## src/rtl/mul_div_unit.sv

```systemverilog
// mul_div_unit: iterative multiply/divide unit with architectural HI/LO registers
module mul_div_unit #(
  parameter int WIDTH = 32
) (
  input  logic             clk,
  input  logic             rst,
  input  logic             start,
  input  logic [2:0]       md_op,
  input  logic [WIDTH-1:0] src_a,
  input  logic [WIDTH-1:0] src_b,
  input  logic             cancel,
  output logic             busy,
  output logic             done,
  output logic [WIDTH-1:0] hi,
  output logic [WIDTH-1:0] lo
);
  localparam int CW = $clog2(WIDTH + 1);
  typedef enum logic [1:0] {IDLE, CALC, FIX} state_t;
  state_t state_q, state_d;
  logic [CW-1:0] cnt_q, cnt_d;
  logic [2*WIDTH-1:0] acc_q, acc_d, prod;
  logic [WIDTH-1:0] a_q, a_d, b_q, b_d, hi_q, hi_d, lo_q, lo_d;
  logic [WIDTH-1:0] abs_a, abs_b, quo, rem;
  logic [WIDTH:0] mul_sum, div_top, div_trial;
  logic is_div_q, is_div_d, neg_lo_q, neg_lo_d, neg_hi_q, neg_hi_d, done_q, done_d;
  logic signed_op, go;
  assign busy = state_q != IDLE;
  assign done = done_q;
  assign hi = hi_q;
  assign lo = lo_q;
  always_comb begin
    signed_op = md_op == 3'd1 || md_op == 3'd3;
    go = start && !cancel;
    abs_a = signed_op && src_a[WIDTH-1] ? -src_a : src_a;
    abs_b = signed_op && src_b[WIDTH-1] ? -src_b : src_b;
    mul_sum = {1'b0, acc_q[2*WIDTH-1:WIDTH]} + (acc_q[0] ? {1'b0, b_q} : '0);
    // acc holds {partial remainder, dividend bits not yet consumed / quotient bits}
    div_top = acc_q[2*WIDTH-1:WIDTH-1];
    div_trial = div_top - {1'b0, b_q};
    prod = neg_lo_q ? -acc_q : acc_q;
    quo = neg_lo_q ? -acc_q[WIDTH-1:0] : acc_q[WIDTH-1:0];
    rem = neg_hi_q ? -acc_q[2*WIDTH-1:WIDTH] : acc_q[2*WIDTH-1:WIDTH];
    state_d = state_q;
    cnt_d = cnt_q;
    acc_d = acc_q;
    a_d = a_q;
    b_d = b_q;
    hi_d = hi_q;
    lo_d = lo_q;
    is_div_d = is_div_q;
    neg_lo_d = neg_lo_q;
    neg_hi_d = neg_hi_q;
    done_d = 1'b0;
    if (state_q == IDLE) begin
      if (go && md_op >= 3'd1 && md_op <= 3'd4) begin
        state_d = CALC;
        cnt_d = CW'(WIDTH);
        is_div_d = md_op >= 3'd3;
        neg_lo_d = signed_op && (src_a[WIDTH-1] ^ src_b[WIDTH-1]);
        neg_hi_d = signed_op && src_a[WIDTH-1];
        a_d = src_a;
        b_d = abs_b;
        acc_d = {{WIDTH{1'b0}}, abs_a};
      end
      hi_d = go && md_op == 3'd5 ? src_a : hi_q;
      lo_d = go && md_op == 3'd6 ? src_a : lo_q;
    end else if (cancel) begin
      state_d = IDLE;
    end else if (state_q == CALC) begin
      cnt_d = cnt_q - 1'b1;
      state_d = cnt_q == CW'(1) ? FIX : CALC;
      acc_d = is_div_q ? {div_trial[WIDTH] ? div_top[WIDTH-1:0] : div_trial[WIDTH-1:0],
                          acc_q[WIDTH-2:0], !div_trial[WIDTH]}
                       : {mul_sum, acc_q[WIDTH-1:1]};
    end else begin
      state_d = IDLE;
      done_d = 1'b1;
      // divide by zero returns the raw dividend in HI and all ones in LO
      hi_d = is_div_q ? (b_q == '0 ? a_q : rem) : prod[2*WIDTH-1:WIDTH];
      lo_d = is_div_q ? (b_q == '0 ? '1 : quo) : prod[WIDTH-1:0];
    end
  end
  always_ff @(posedge clk) begin
    if (rst) begin
      state_q <= IDLE;
      cnt_q <= '0;
      acc_q <= '0;
      a_q <= '0;
      b_q <= '0;
      hi_q <= '0;
      lo_q <= '0;
      is_div_q <= 1'b0;
      neg_lo_q <= 1'b0;
      neg_hi_q <= 1'b0;
      done_q <= 1'b0;
    end else begin
      state_q <= state_d;
      cnt_q <= cnt_d;
      acc_q <= acc_d;
      a_q <= a_d;
      b_q <= b_d;
      hi_q <= hi_d;
      lo_q <= lo_d;
      is_div_q <= is_div_d;
      neg_lo_q <= neg_lo_d;
      neg_hi_q <= neg_hi_d;
      done_q <= done_d;
    end
  end
endmodule

```

## config.mk

```make
export PLATFORM = sky130hd
export DESIGN_NAME = mul_div_unit
export DESIGN_NICKNAME = d
export VERILOG_FILES = /design/src/rtl/mul_div_unit.sv
export SDC_FILE = /design/constraint.sdc
export NUM_CORES = 1
export LEC_CHECK = 0
export BUFFER_PORTS_ARGS = -buffer_cell sky130_fd_sc_hd__clkbuf_2
export CAP_MARGIN = 20
export CORE_MARGIN = 5
export CORE_UTILIZATION = 47
export DETAILED_ROUTE_END_ITERATION = 16
export PLACE_DENSITY_LB_ADDON = 0.2
export REMOVE_ABC_BUFFERS = 1
export SLEW_MARGIN = 20
export SYNTH_ARGS = -nofsm -noshare
export SYNTH_HDL_FRONTEND = slang
export SYNTH_SLANG_ARGS = --single-unit
```

## constraint.sdc

```tcl
create_clock -name clk -period 10 [get_ports clk]
set_input_delay 0 -clock clk [delete_from_list [all_inputs] [get_ports clk]]
set_output_delay 0 -clock clk [all_outputs]
set_load 0.01 [all_outputs]
```

==> results.json, run 1 <==
{
  "grt_pass1_wl_um": 84700,
  "nNetsFinal": 2427,
  "multi_input_area_um2": 11000,
  "place.gp.congestion": 0.913,
  "ys.flop_type": "dfxtp_1",
  "worstMarginPinSlew_ns": 1.06,
  "start_util_pct": 47.7,
  "cp.required_ns": 10.41,
  "fin_crit_sh_pct": 42.9,
  "hold_violations": 0,
  "holdPathStages": 5,
  "fmax_mhz": 233,
  "synth-seq-area-share_pct": 25.5,
  "finClkSkew_ns": 0.0233,
  "antenna_found_initial": 0,
  "crit_path_start_kind": "register",
  "fillCellCount": 3229,
  "dp.cells": 2609,
  "die_area_um2": 37900,
  "wl_per_cell_um": 19.3,
  "viasPerCell": 5.97,
  "ant_nets": 0,
  "end_kind": "register",
  "synth_cells": 2167,
  "cts_tree": "done",
  "num_rows": 67,
  "dr.pass1.iters": 6,
  "relSlewSlack_pct": 29.5,
  "synth.top_cell.area_share_pct": 25.5,
  "crit_type": "register to register",
  "grt_util_all_layers_pct": 26.7,
  "finalWirelength_um": 53100,
  "layout-drive-gt1-share_pct": 10.4,
  "status": "finished clean",
  "synth_cell_type_count": 78,
  "clk_latency_ns": 0.54,
  "drt_iter0_markers": 1149,
  "hold_start": "cancel",
  "cts_root_buffer": "clkbuf_16",
  "grt_max_degree": 87,
  "ios": 137,
  "r2r-end": "acc_q[61]",
  "r2r_slack_ns": 5.71,
  "ctsHoldBuffers": 96,
  "die_h_um": 195,
  "netlist_area_um2": 16000,
  "tns_ns": 0,
  "overflow": 0,
  "grt_pass1_vias": 15700,
  "area_growth_pct": 15.6,
  "htree_levels": 1,
  "dieWidth_um": 195,
  "setup_viol": 0,
  "ctsResizeCount": 0,
  "diodes": 0,
  "synth_largest_area_cell": "dfxtp_1",
  "cp.arrival_ns": 4.70,
  "yosys-top-cells-area": "dfxtp_1 25%, a21oi_1 7.4%, nand2_1 6.4%",
  "yosys_register_bits": 204,
  "synth_edf_count": 0,
  "maxCapViolCount": 0,
  "yosysWarnings": 0,
  "power_mw": 2.33,
  "min_to": "state_q[0]",
  "slew_violations": 0,
  "core_um2": 33600,
  "finalCriticalPeriod_ns": 4.29,
  "leakage_nw": 7.14,
  "postCtsSetupBuffers": 0,
  "rr_worst_depth": 13,
  "ctsLongestPathBuffers": 3,
  "p_per_area_nw_per_um2": 126,
  "ir_drop_mv": 0.107,
  "portBuffers": 136,
  "final_cell_count_no_fill": 2750,
  "critPathMaxFanout": 31,
  "vias": 16400,
  "postSynthAreaPerCell_um2": 7.40,
  "dpl.hpwl_um": 37600,
  "clk_pin_slew_ns": 0.06,
  "min_path_type": "input pin to register",
  "rsz0062_at_grt": "no",
  "clock-sinks": 204,
  "drc": 0,
  "reg2reg_from": "acc_q[0]",
  "async_reset_ff_share_pct": 0,
  "cts_made_buffers": 25,
  "regArea_um2": 4090
}
## Yosys cell counts (12+ instances only)
library cell	number
nor3_1	42
o221ai_1	34
nand2b_1	16
nor2b_1	12
a22oi_1	13
nand3_1	26
ha_1	70
a31oi_1	16
a21o_1	36
xor2_1	93
nand2_1	272
a311oi_1	12
nor2_1	202
nor4_1	20
dfxtp_1	204
or3_1	21
o21ai_0	144
a21oi_1	238
clkbuf_1	130
xnor2_1	108
o31ai_1	28
a211oi_1	56
mux2i_1	70
inv_1	68
o211ai_1	48
## report_power, final
part	internal (mW)	switching, mW	total, mW
clock network	0.573	0.378	0.951
registers	0.841	0.0369	0.878
logic	0.195	0.310	0.505
total	1.61	0.725	2.33
## final cells by class
cell class | instances | share of cell area, %
Timing Repair Buffer | 252 | 9.71
Multi-Input combinational cell | 1732 | 59.2
Clock buffer | 34 | 3.83
Tap cell | 448 | 3.03
Sequential cell | 204 | 22.1
Clock inverter | 11 | 0.763
Inverter | 69 | 1.41
## cells by family after synthesis
group / Yosys count / share of synthesized area (%)
AND/OR/NAND/NOR: 687 / 19.5
buffers and inverters: 231 / 6.31
XOR/XNOR: 201 / 11.0
AO/OA/AOI/OAI: 700 / 27.5
adder cells (fa/ha/maj): 72 / 5.71
flip-flops: 204 / 25.5
multiplexers: 72 / 4.51
## cells in the final DEF, fill, tap and decap left out, types with 42 or more instances in the layout
| cell type | Yosys | layout |
|---|---|---|
| nand2_1 | 272 | 272 |
| a21oi_1 | 238 | 238 |
| dfxtp_1 | 204 | 202 |
| nor2_1 | 202 | 199 |
| o21ai_0 | 144 | 143 |
| clkbuf_2 | 3 | 135 |
| xnor2_1 | 108 | 107 |
| dlygate4sd3_1 | 0 | 96 |
| xor2_1 | 93 | 93 |
| mux2i_1 | 70 | 70 |
| ha_1 | 70 | 70 |
| inv_1 | 68 | 68 |
| a211oi_1 | 56 | 56 |
| o211ai_1 | 48 | 48 |
| nor3_1 | 42 | 42 |
## state kept, by name (all words and copies together) (netlist names)
| register | flops |
|---|---|
| hi | 32 |
| is_div_q | 1 |
| cnt_q | 6 |
| neg_lo_q | 1 |
| b_q | 32 |
| state_q | 2 |
| a_q | 32 |
| done | 1 |
| neg_hi_q | 1 |
| acc_q | 64 |
| lo | 32 |
## critical path, stage by stage, from the launching register on
cell	delay, ns
dfxtp_1	0.42
inv_1	0.81
nor2_1	0.10
ha_1	0.37
nor2b_1	0.15
o21a_1	0.19
a31o_2	0.29
a221oi_1	0.55
a31oi_1	0.29
a21oi_1	0.30
o31ai_1	0.11
a21oi_1	0.18
xnor2_1	0.08
a221o_1	0.31
## how the worst max path moves through the flow
stage,start,end,slack (ns),cells after the start
3_5_place_dp,acc_q[0],acc_q[61],5.81,13
3_3_place_gp,acc_q[0],acc_q[61],5.93,13
2_1_floorplan,state_q[1],cnt_q[3],3.04,8
6_report,acc_q[0],acc_q[61],5.71,13
4_1_cts,acc_q[0],acc_q[59],5.78,13
5_1_grt,acc_q[0],acc_q[59],5.36,13
## per-stage QoR
step	utilization, %	instance area (um2)	setup WS (ns)	hold WS [ns]
2_1_floorplan	-	15300	3.04	0.0624
3_3_place_gp	49.7	16700	5.93	0.297
3_5_place_dp	49.7	16700	5.81	0.309
4_1_cts	55.1	18500	5.78	0.0388
5_1_grt	55.1	18500	5.36	0.0806
6_report	55.1	18500	5.71	0.0584
## metal layers
layer  global-route usage [%]  vias to the layer above  wire length [um]  part of all wire, %
met5                        0                        -                 0                    0
met4                     8.36                        0              1780                  3.3
met3                     3.69                      121              4170                  7.9
met2                     44.9                      621             24600                   46
met1                     35.7                     7664             22500                   42
li1                         -                     8009                 -                    -
Power figures use the tool's default switching activity.
==> inputs of run 2 (changes only) <==
Clock period 10 ns to 3.6 ns, I/O delays scaled along.
==> run 2 against run 1 <==
  * Fmax up 25%
  * Sequential share of layout area shrank 0.48 points
  * Sequential power rose to 2.8 times the previous value
  * Largest cell class unchanged
  * Largest power group unchanged
==> results.json, run 2 (synthesis gave the netlist of run 1 again) <==
{
  "vias": 16700,
  "layout-drive-gt1-share_pct": 13.2,
  "holdPathStages": 5,
  "whs_ns": 0.0171,
  "clk_pin_slew_ns": 0.06,
  "cp.arrival_ns": 3.81,
  "crit_type": "register to register",
  "cts_made_buffers": 25,
  "rr_worst_depth": 14,
  "largest_reg_flops": 64,
  "crit_path_start_kind": "register",
  "antenna_found_initial": 1,
  "hold_violations": 0,
  "fmax_mhz": 290,
  "dieWidth_um": 195,
  "postCtsSetupBuffers": 0,
  "slew_violations": 0,
  "final_common_cell": "nand2_1",
  "num_rows": 67,
  "critPathMaxFanout": 8,
  "ios": 137,
  "core_um2": 33600,
  "grt_util_all_layers_pct": 27.0,
  "drt-met1-wl_um": 23100,
  "grt_max_degree": 103,
  "grt_pass1_wl_um": 85500,
  "overflow": 0,
  "ctsLongestPathBuffers": 3,
  "drt_iter0_markers": 1328,
  "dp.cells": 2681,
  "min_path_type": "input pin to register",
  "dpl_cell_area_um2": 17300,
  "die_h_um": 195,
  "worstMarginPinSlew_ns": 1.04,
  "finalWirelength_um": 53600,
  "area_growth_pct": 18.1,
  "highest_layer": "met5",
  "place_ws_ns": -0.00831,
  "viasPerCell": 5.96,
  "place.gp.congestion": 0.962,
  "finalWorstSetupSlack_ns": 0.154,
  "nNetsFinal": 2484,
  "cts_root_buffer": "clkbuf_16",
  "dr_wl_met2_um": 25100,
  "leakage_nw": 7.41,
  "ir_drop_mv": 0.305,
  "finalCriticalPeriod_ns": 3.45,
  "clock-sinks": 204,
  "dr.pass1.iters": 7,
  "start_util_pct": 47.7,
  "dpl.hpwl_um": 38800,
  "rsz0062_at_grt": "no",
  "fin_crit_sh_pct": 95.7,
  "ant_nets": 0,
  "setup_viol": 0,
  "final_cell_count_no_fill": 2804,
  "regMostFlops": "acc_q",
  "cts_tree": "done",
  "end_kind": "register",
  "drc": 0,
  "portBuffers": 136,
  "power_mw": 6.38,
  "finalInstanceArea_um2": 18900,
  "status": "finished clean",
  "cp.required_ns": 3.96,
  "htree_levels": 1,
  "finClkSkew_ns": 0.0106,
  "wl_per_cell_um": 19.1,
  "clk_latency_ns": 0.53,
  "grt_pass1_vias": 15900,
  "wl_met3_um": 3500,
  "mostFrequentLayoutCells": "272 x nand2_1, 237 x a21oi_1, 202 x dfxtp_1, 199 x nor2_1, 143 x o21ai_0",
  "diodes": 0,
  "maxCapViolCount": 0,
  "relSlewSlack_pct": 30.9,
  "p_per_area_nw_per_um2": 337,
  "die_area_um2": 37900
}
-- run 2: final timing paths --
check,from,slack (ns),endpoint
hold reg to reg,hi[28],0.45,hi[28]
setup reg to reg,b_q[17],0.15,acc_q[53]
hold / removal,cancel,0.02,state_q[0]
setup / recovery,b_q[17],0.15,acc_q[53]
-- run 2: area by class of cell --
type                            count  area [um2]
Inverter                           69         260
Fill cell                        3251       14700
Multi-Input combinational cell   1732       11000
Clock buffer                       37         731
Timing Repair Buffer              309        2240
Tap cell                          448         561
Clock inverter                      5        53.8
Sequential cell                   204        4090
-- run 2: what timing repair did --
action,4_1_cts,5_1_grt
hold endpoints to repair,139,0
setup endpoints to repair,1,20
pin swaps,0,2
gates resized for setup,1,8
hold buffers,81,0
-- run 2: critical path, stage by stage (launching register included) --
cell      delay [ns]
dfxtp_1         0.36
inv_1           0.09
ha_1            0.35
a211oi_1        0.36
o21bai_1        0.12
a21o_1          0.18
a21o_1          0.20
o41ai_1         0.39
buf_4           0.19
xnor2_2         0.09
buf_4           0.18
buf_4           0.20
buf_4           0.21
mux2i_1         0.20
o221ai_1        0.15
-- run 2: metrics by stage --
| stage | setup TNS, ns | util [%] |
|---|---|---|
| 2_1_floorplan | -388.76 | - |
| 3_3_place_gp | 0 | 51.4 |
| 3_5_place_dp | -0.00831 | 51.4 |
| 4_1_cts | 0 | 56.2 |
| 5_1_grt | 0 | 56.3 |
| 6_report | 0 | 56.3 |
-- run 2: power by group --
part | switching [mW] | internal (mW)
registers | 0.0928 | 2.34
clock network | 1.02 | 1.46
logic | 0.882 | 0.594
total | 1.99 | 4.39
-- run 2: per-layer routing --
layer  track usage (%)  vias up
met5                 0        -
met4              8.52        2
met3              2.98      123
met2              45.6      634
met1              36.2     7873
li1                  -     8092
